File: src/rtl/cxu_mac_pkg.sv
// Shared definitions for the stateful multiply-accumulate CXU: function codes,
// status codes, controller states and the carry-producing accumulate helper.
package cxu_mac_pkg;

   localparam int DATA_W = 32;

   localparam logic [2:0] FUNC_READ  = 3'd0;
   localparam logic [2:0] FUNC_WRITE = 3'd1;
   localparam logic [2:0] FUNC_ADD   = 3'd2;
   localparam logic [2:0] FUNC_MAC   = 3'd3;
   localparam logic [2:0] FUNC_CLR   = 3'd4;

   localparam logic [3:0] STATUS_OK      = 4'h0;
   localparam logic [3:0] STATUS_ILLEGAL = 4'h1;
   localparam logic [3:0] STATUS_CARRY   = 4'h2;

   typedef enum logic [1:0] {
      ST_IDLE = 2'd0,
      ST_MUL  = 2'd1,
      ST_DONE = 2'd2
   } state_e;

   // Unsigned modulo-2^DATA_W add; the extra MSB is the carry-out.
   function automatic logic [DATA_W:0] acc_add(input logic [DATA_W-1:0] a,
                                               input logic [DATA_W-1:0] b);
      return {1'b0, a} + {1'b0, b};
   endfunction

endpackage

File: src/rtl/cxu_mac_seqmul.sv
// Iterative shift-add multiplier: DATA_W iterations after start, one per cycle.
// done and product are presented combinationally during the final iteration.
module cxu_mac_seqmul #(
   parameter int DATA_W = 32
) (
   input  logic              clk,
   input  logic              rst,
   input  logic              start,
   input  logic [DATA_W-1:0] a,
   input  logic [DATA_W-1:0] b,
   output logic              done,
   output logic [DATA_W-1:0] product
);

   localparam int CNT_W = $clog2(DATA_W);
   localparam logic [CNT_W-1:0] LAST = CNT_W'(DATA_W - 1);

   logic              busy;
   logic [CNT_W-1:0]  count;
   logic [DATA_W-1:0] mcand;
   logic [DATA_W-1:0] mplier;
   logic [DATA_W-1:0] partial;
   logic [DATA_W-1:0] partial_nxt;

   assign partial_nxt = mplier[0] ? (partial + mcand) : partial;
   assign done        = busy && (count == LAST);
   assign product     = partial_nxt;

   // Operand/partial registers are only meaningful while busy, so only the
   // control state is cleared by reset.
   always_ff @(posedge clk) begin
      if (rst) begin
         busy  <= 1'b0;
         count <= '0;
      end else if (start) begin
         busy  <= 1'b1;
         count <= '0;
      end else if (busy) begin
         count <= count + 1'b1;
         if (count == LAST) busy <= 1'b0;
      end
   end

   always_ff @(posedge clk) begin
      if (start) begin
         mcand   <= a;
         mplier  <= b;
         partial <= '0;
      end else if (busy) begin
         mcand   <= mcand << 1;
         mplier  <= mplier >> 1;
         partial <= partial_nxt;
      end
   end

endmodule

File: src/rtl/cxu_mac.sv
// Multiply-accumulate CXU: per-context accumulator bank, request decode and
// IDLE/MUL/DONE handshake controller with registered response and status.
module cxu_mac
   import cxu_mac_pkg::*;
#(
   parameter int N_STATES = 4
) (
   input  logic              clk,
   input  logic              rst,
   input  logic              cxu_valid,
   input  logic [2:0]        cxu_func,
   input  logic [1:0]        cxu_state_id,
   input  logic [DATA_W-1:0] cxu_data0,
   input  logic [DATA_W-1:0] cxu_data1,
   output logic              cxu_ready,
   output logic [DATA_W-1:0] cxu_response,
   output logic [3:0]        cxu_status
);

   state_e            state;
   logic [DATA_W-1:0] acc [N_STATES];
   logic [1:0]        sid_q;

   logic              legal;
   logic              mac_start;
   logic              mul_done;
   logic              acc_wr;
   logic [DATA_W-1:0] acc_cur;
   logic [DATA_W-1:0] acc_mac;
   logic [DATA_W-1:0] acc_nxt;
   logic [DATA_W-1:0] resp_nxt;
   logic [DATA_W-1:0] product;
   logic [3:0]        status_nxt;
   logic [DATA_W:0]   add_sum;
   logic [DATA_W:0]   mac_sum;

   // Context reads go through an explicit mux so out-of-range ids never index the bank.
   always_comb begin
      acc_cur = '0;
      acc_mac = '0;
      for (int i = 0; i < N_STATES; i++) begin
         if (int'(cxu_state_id) == i) acc_cur = acc[i];
         if (int'(sid_q) == i)        acc_mac = acc[i];
      end
   end

   assign legal     = (cxu_func <= FUNC_CLR) && (int'(cxu_state_id) < N_STATES);
   assign mac_start = (state == ST_IDLE) && cxu_valid && legal && (cxu_func == FUNC_MAC);
   assign add_sum   = acc_add(acc_cur, cxu_data0);
   assign mac_sum   = acc_add(acc_mac, product);

   always_comb begin
      acc_wr     = 1'b0;
      acc_nxt    = acc_cur;
      resp_nxt   = '0;
      status_nxt = STATUS_ILLEGAL;
      if (legal) begin
         status_nxt = STATUS_OK;
         case (cxu_func)
            FUNC_READ: resp_nxt = acc_cur;
            FUNC_WRITE: begin
               acc_wr   = 1'b1;
               acc_nxt  = cxu_data0;
               resp_nxt = acc_cur;
            end
            FUNC_ADD: begin
               acc_wr     = 1'b1;
               acc_nxt    = add_sum[DATA_W-1:0];
               resp_nxt   = add_sum[DATA_W-1:0];
               status_nxt = add_sum[DATA_W] ? STATUS_CARRY : STATUS_OK;
            end
            FUNC_CLR: begin
               acc_wr   = 1'b1;
               acc_nxt  = '0;
               resp_nxt = acc_cur;
            end
            default: resp_nxt = '0;
         endcase
      end
   end

   cxu_mac_seqmul #(
      .DATA_W (DATA_W)
   ) u_seqmul (
      .clk     (clk),
      .rst     (rst),
      .start   (mac_start),
      .a       (cxu_data0),
      .b       (cxu_data1),
      .done    (mul_done),
      .product (product)
   );

   always_ff @(posedge clk) begin
      if (rst) begin
         state        <= ST_IDLE;
         cxu_ready    <= 1'b0;
         cxu_response <= '0;
         cxu_status   <= STATUS_OK;
         sid_q        <= '0;
         for (int i = 0; i < N_STATES; i++) acc[i] <= '0;
      end else begin
         case (state)
            ST_IDLE: begin
               if (cxu_valid) begin
                  sid_q <= cxu_state_id;
                  if (mac_start) begin
                     state <= ST_MUL;
                  end else begin
                     for (int i = 0; i < N_STATES; i++)
                        if (acc_wr && int'(cxu_state_id) == i) acc[i] <= acc_nxt;
                     cxu_response <= resp_nxt;
                     cxu_status   <= status_nxt;
                     cxu_ready    <= 1'b1;
                     state        <= ST_DONE;
                  end
               end
            end
            ST_MUL: begin
               if (mul_done) begin
                  for (int i = 0; i < N_STATES; i++)
                     if (int'(sid_q) == i) acc[i] <= mac_sum[DATA_W-1:0];
                  cxu_response <= mac_sum[DATA_W-1:0];
                  cxu_status   <= mac_sum[DATA_W] ? STATUS_CARRY : STATUS_OK;
                  cxu_ready    <= 1'b1;
                  state        <= ST_DONE;
               end
            end
            // Whether the switch takes the response or withdraws, the commit stands.
            ST_DONE: begin
               cxu_ready <= 1'b0;
               state     <= ST_IDLE;
            end
            default: begin
               cxu_ready <= 1'b0;
               state     <= ST_IDLE;
            end
         endcase
      end
   end

endmodule

File: config.mk
export PLATFORM = sky130hd
export DESIGN_NAME = cxu_mac
export DESIGN_NICKNAME = d
export VERILOG_FILES = /design/src/rtl/cxu_mac_pkg.sv /design/src/rtl/cxu_mac_seqmul.sv /design/src/rtl/cxu_mac.sv
export SDC_FILE = /design/constraint.sdc
export NUM_CORES = 1
export LEC_CHECK = 0
export ABC_AREA = 1
export BUFFER_PORTS_ARGS = -buffer_cell sky130_fd_sc_hd__clkbuf_2
export CAP_MARGIN = 15
export CELL_PAD_IN_SITES_DETAIL_PLACEMENT = 1
export CELL_PAD_IN_SITES_GLOBAL_PLACEMENT = 1
export CORE_MARGIN = 2
export CORE_UTILIZATION = 47
export CTS_BUF_LIST = sky130_fd_sc_hd__clkbuf_4 sky130_fd_sc_hd__clkbuf_8
export DETAILED_ROUTE_END_ITERATION = 6
export PLACE_DENSITY = 0.92
export SLEW_MARGIN = 20
export SYNTH_ARGS = -nofsm -noshare
export SYNTH_HDL_FRONTEND = slang
export SYNTH_SLANG_ARGS = --single-unit
File: constraint.sdc
create_clock -name clk -period 5.5 [get_ports clk]
set_input_delay 1.1 -clock clk [delete_from_list [all_inputs] [get_ports clk]]
set_output_delay 1.1 -clock clk [all_outputs]
set_load 0.05 [all_outputs]
Word-level counts from Yosys, hierarchy flattened
Memories as Yosys holds them, arrays and structs flattened.
Cells that the tools add are included.

word-level totals
  register bits after elaboration = 143
  RAM bits = 128
  output and inout port bits = 37
  memories kept = 1

memories
  memory  words  width  read ports  clocked after Yosys merged registers in  write ports  line           RTL
  acc     4      32     4           0                                        4            cxu_mac.sv:21  logic [DATA_W-1:0] acc [N_STATES];

cells by class
  add/sub/neg operators = 4
  order comparisons = 1
  eq/ne operators = 15
  muxes and demuxes = 96
  bitwise operators = 8
  reductions and logical operators = 21

operator list
  cell                                                  number
  two-way mux 32 bit                                    26
  case mux 32 bit (2 select lines)                      2
  case mux 32 bit (3 select lines)                      1
  adder 32 x 32 -> 33 bit                               2
  two-way mux 1 bit                                     54
  adder 32 bit                                          1
  two-way mux 2 bit                                     7
  two-way mux 4 bit                                     3
  equality test 2 bit (second input constant)           4
  logical AND 1 bit                                     8
  OR 1 bit                                              8
  case mux 4 bit (2 select lines)                       1
  equality test 2 x 1 -> 1 bit (second input constant)  3
  equality test 3 x 2 -> 1 bit (second input constant)  2
  zero test 2 bit                                       3
  != test 2 bit (second input constant)                 3
  OR reduction 3 bit                                    2
  adder 5 x 1 -> 5 bit (second input constant)          1
  equality test 5 bit (second input constant)           1
  case mux 2 bit (2 select lines)                       1
  AND reduction 2 bit                                   2
  AND reduction 4 bit                                   1
  nonzero test 2 bit                                    2
  equality test 3 x 1 -> 1 bit (second input constant)  1
  other kinds (6)                                       6

Depth between registers and ports, before layout
  depth after elaboration = 13
  mapped depth = 31
  mapped depth without buffers = 31

Cells and area by module
Synthesis repeated with hierarchy kept, for this count alone.

second synthesis, totals
  cell total of the unflattened synthesis = 3,172
  area, all modules = 21,114.0 um^2

modules (own cells, without submodules)
  module          instances  cells each  area each (um^2)  sequential area each (um^2)
  cxu_mac         1          2,152       14,282.4          4,624.4
  cxu_mac_seqmul  1          1,020       6,831.6           2,682.6

Least setup slack after synthesis
OpenSTA, ideal clock, no wires.

  path type = input-to-reg
  start = input cxu_state_id[0]
  end = memory acc[1][30] (data pin)
  data arrival time = 4.238 ns
  required time = 5.247 ns
  setup slack = 1.009 ns
  stages on the path = 26
  path buffers = 2
  cell sequence = clkbuf_1 -> inv_1 -> clkbuf_1 -> a21oi_1 -> o21ai_0 -> ha_1 -> inv_1 -> fa_1 -> inv_1 -> nand3_1 -> nand2_1 -> nand2_1 -> a31oi_1 -> nand3_1 -> nand3_1 -> nand2_1 -> o211ai_1 -> nand2_1 -> nand2_1 -> nand2_1 -> nand3_1 -> nand3_1 -> o21ai_0 -> inv_1 -> o21ai_1 -> inv_1

RTL lines
  what         line           RTL
  from (decl)  cxu_mac.sv:12  input logic [1:0] cxu_state_id,
  to (decl)    cxu_mac.sv:21

==> out/metrics.yaml <==
cells_and_area:
  fin_cells: 3334
  layout.cells.most_common: "nand2_1"
  drive_gt1_share_pct: 13.3
  fin_area_sq_mm: 0.0218
  syn2layout_area_growth_pct: 12.1
  antenna_cells: 0
  final_cell_mix: "nand2_1, inv_1, a21oi_1"
  fin_nets: 2929
die:
  pin_count: 109
  floorplan.initialDensity_pct: 47.6
  chipHeight_um: 207
  dieWidth_um: 207
  dieArea_sq_mm: 0.0430
  core_area_sq_mm: 0.0408
  rows: 74
critical_path:
  reg2reg_slack_ps: 340
  required_ps: 5920
  rr_endpoint: "acc[1][20]$_SDFFCE_PN0P_"
  worst-r2r-cell-count: 22
  cp-start-kind: "flip-flop"
  arrival_ps: 5590
  path_max_fanout: 25
  worstSetupPathType: "reg -> reg"
  r2r-start: "sid_q[0]$_SDFFE_PP0P_"
  cp-end-kind: "flip-flop"
pwr:
  vdd_drop_max_v: 0.000243
  powerDensity_mw_per_mm2: 400
  leakagePower_nw: 10.3
  total_power_mw: 8.72
yosys:
  ys_warn_count: 0
  synth_cell_types: 65
  syn-cell-area_sq_mm: 0.0195
  ys_ff_latch: 269
  yosysSeqAreaShare_pct: 37.6
  synth_cells: 2652
  syn-mean-instance-area_sq_um: 7.34
timing:
  finalSetupViolCount: 0
  rsz0062_at_grt: "false"
  drv_slew: 0
  finalWorstPathRequiredPeriod_ps: 5160
  final.period_utilization_pct: 93.9
  worst_pin_slew_ps: 1070
  finalClockSkew_ps: 34.4
  hold_viol: 0
  setup-tns-final_ps: 0
  fmax_mhz: 194
  maxSlewHeadroom_pct: 28.6
clock_network:
  cts_tree: "done"
  cts.reportedPaths.clkPinSlew_ps: 60
  cts_buffers: 51
  cts-root-buf: "clkbuf_8"
  cts_setup_buffers: 0
  clock_latency_ps: 670
  cts_sinks: 269
  clk_path_buf_depth: 3
  cts_resized: 0
  htreeDepth: 2
  cts_hold_buf: 0
global_routing:
  antenna_found_initial: 1
  grt_use_total_pct: 37.5
  grt_max_degree: 65
  grt_pass1_vias: 21600
  grt_overflow: 0
  grt_pass1_wl_um: 124000
placement:
  place.gp.congestion: 0.988
  portBuffers: 106
  dp_cells: 3239
  place_area_sq_mm: 0.0207
  dp_hpwl_um: 61000
run:
  maxCapViolations: 0
routing:
  drt-total-wl_um: 82500
  detail-route-antenna-nets: 0
  drt_pass1_iterations: 6
  vias: 20700
  avgRoutedWirePerCell_um: 24.7
  vias_per_cell: 6.20
  drtIter0Drc: 1838
  drc_errors: 0
hold_path:
  min_to: "cxu_status[0]$_SDFFE_PP0P_"
  hold_depth: 2
  min_from: "cxu_status[0]$_SDFFE_PP0P_"
  min_path_type: "reg -> reg"
run_status:
  outcome: "completed"
-- synth_stat cells, drive strengths merged --
cell type | number | share of area [%]
nand2 | 810 | 16
inv | 330 | 6.4
a21oi | 234 | 6.2
o21ai | 221 | 5.8
edfxtp | 192 | 30
nand3 | 126 | 4.0
o22ai | 123 | 4.0
nor2 | 122 | 2.8
ha | 94 | 6.0
clkbuf | 85 | 1.7
dfxtp | 77 | 7.9
xor2 | 31 | 1.5
o2111ai | 23 | 1.0
buf | 22 | 0.59
o211ai | 19 | 0.73
xnor2 | 18 | 0.81
nand4 | 17 | 0.61
nor3 | 15 | 0.49
a31oi | 12 | 0.42
a221oi | 11 | 0.53
o21bai | 11 | 0.42
or2 | 10 | 0.32
a22o | 8 | 0.36
a21o | 6 | 0.23
clkinv | 6 | 0.12
nand3b | 4 | 0.17
nor4 | 4 | 0.13
o21a | 4 | 0.15
fa | 3 | 0.31
o31ai | 3 | 0.19
a21boi | 2 | 0.077
and2 | 2 | 0.077
and3 | 2 | 0.064
a211oi | 1 | 0.039
a22oi | 1 | 0.039
conb | 1 | 0.019
nor3b | 1 | 0.039
o221ai | 1 | 0.045
-- worst max-delay path by stage --
stage	start	to	slack, ps
floorplan	cxu_state_id[0]	acc[1][30]$_SDFFCE_PN0P_	1010
global placement	cxu_state_id[1]	acc[1][30]$_SDFFCE_PN0P_	260
detailed placement	cxu_state_id[1]	acc[1][30]$_SDFFCE_PN0P_	130
CTS	u_seqmul.mcand[0]$_SDFFCE_PN0P_	acc[2][31]$_DFFE_PP_	510
global route	u_seqmul.mcand[0]$_SDFFCE_PN0P_	acc[2][31]$_DFFE_PP_	50
finish	sid_q[0]$_SDFFE_PP0P_	acc[1][20]$_SDFFCE_PN0P_	340
-- report_power, final --
part           leakage (nW)  internal (mW)  switching, mW
sequential             2.55           2.36          0.129
clock                 0.605           1.28          0.981
combinational          7.10           1.12           2.85
-- per-stage QoR --
step / hold WS (ps) / util (%) / setup slack, ps
floorplan: 444 / - / 1010
global placement: 453 / 50.6 / 262
detailed placement: 463 / 50.6 / 133
CTS: 471 / 53.4 / 508
global route: 494 / 53.4 / 50.9
finish: 469 / 53.4 / 336
-- area by class of cell --
cell class | instances | area, sq um
well taps | 532 | 666
multi-input cells | 1941 | 10500
inverters | 336 | 1260
fillers | 5267 | 19000
clock buffers | 75 | 932
flip-flops and latches | 269 | 7310
clock inverters | 20 | 211
repair buffers | 161 | 968
-- layer usage --
layer  track usage [%]  wire length [um]  vias to the layer above
met2              60.4             37700                     1108
met1              44.5             31100                     9981
met4              28.9              6930                        2
li1                  -                 -                     9237
met5                 0                10                        -
met3              6.58              6810                      349
-- critical path, stage by stage, from the launching register on --
cell	delay, ps
dfxtp_1	450
inv_2	270
nor2_4	610
nand2_1	130
nand2_1	110
o21ai_0	180
inv_1	120
ha_1	230
fa_1	240
nand3_1	80
nand3_1	130
a31oi_2	130
o21ai_2	230
nand2_1	100
nand2_2	90
inv_1	80
o21ai_0	370
a21oi_1	260
o21ai_4	350
xor2_2	460
nand2_1	110
o211ai_1	120
inv_1	60
-- kinds of logic (layout without fill, tap and decap cells) --
family / Yosys count / after routing / share of synthesized area (%)
adder cells (fa/ha/maj): 97 / 97 / 6.35
other: 1 / 2 / 0.0193
AO/OA/AOI/OAI: 680 / 680 / 20.2
buffers and inverters: 443 / 592 / 8.78
XOR/XNOR: 49 / 49 / 2.28
AND/OR/NAND/NOR: 1113 / 1113 / 24.8
flip-flops: 269 / 269 / 37.6
-- state kept, by name (all words and copies together) (netlist names), 2 cells and up --
| signal | count |
|---|---|
| sid_q | 2 |
| cxu_status | 2 |
| state | 2 |
| u_seqmul.mcand | 32 |
| u_seqmul.mplier | 32 |
| u_seqmul.count | 5 |
| cxu_response | 32 |
| u_seqmul.partial | 32 |
| acc | 128 |
Power figures use the tool's default switching activity.
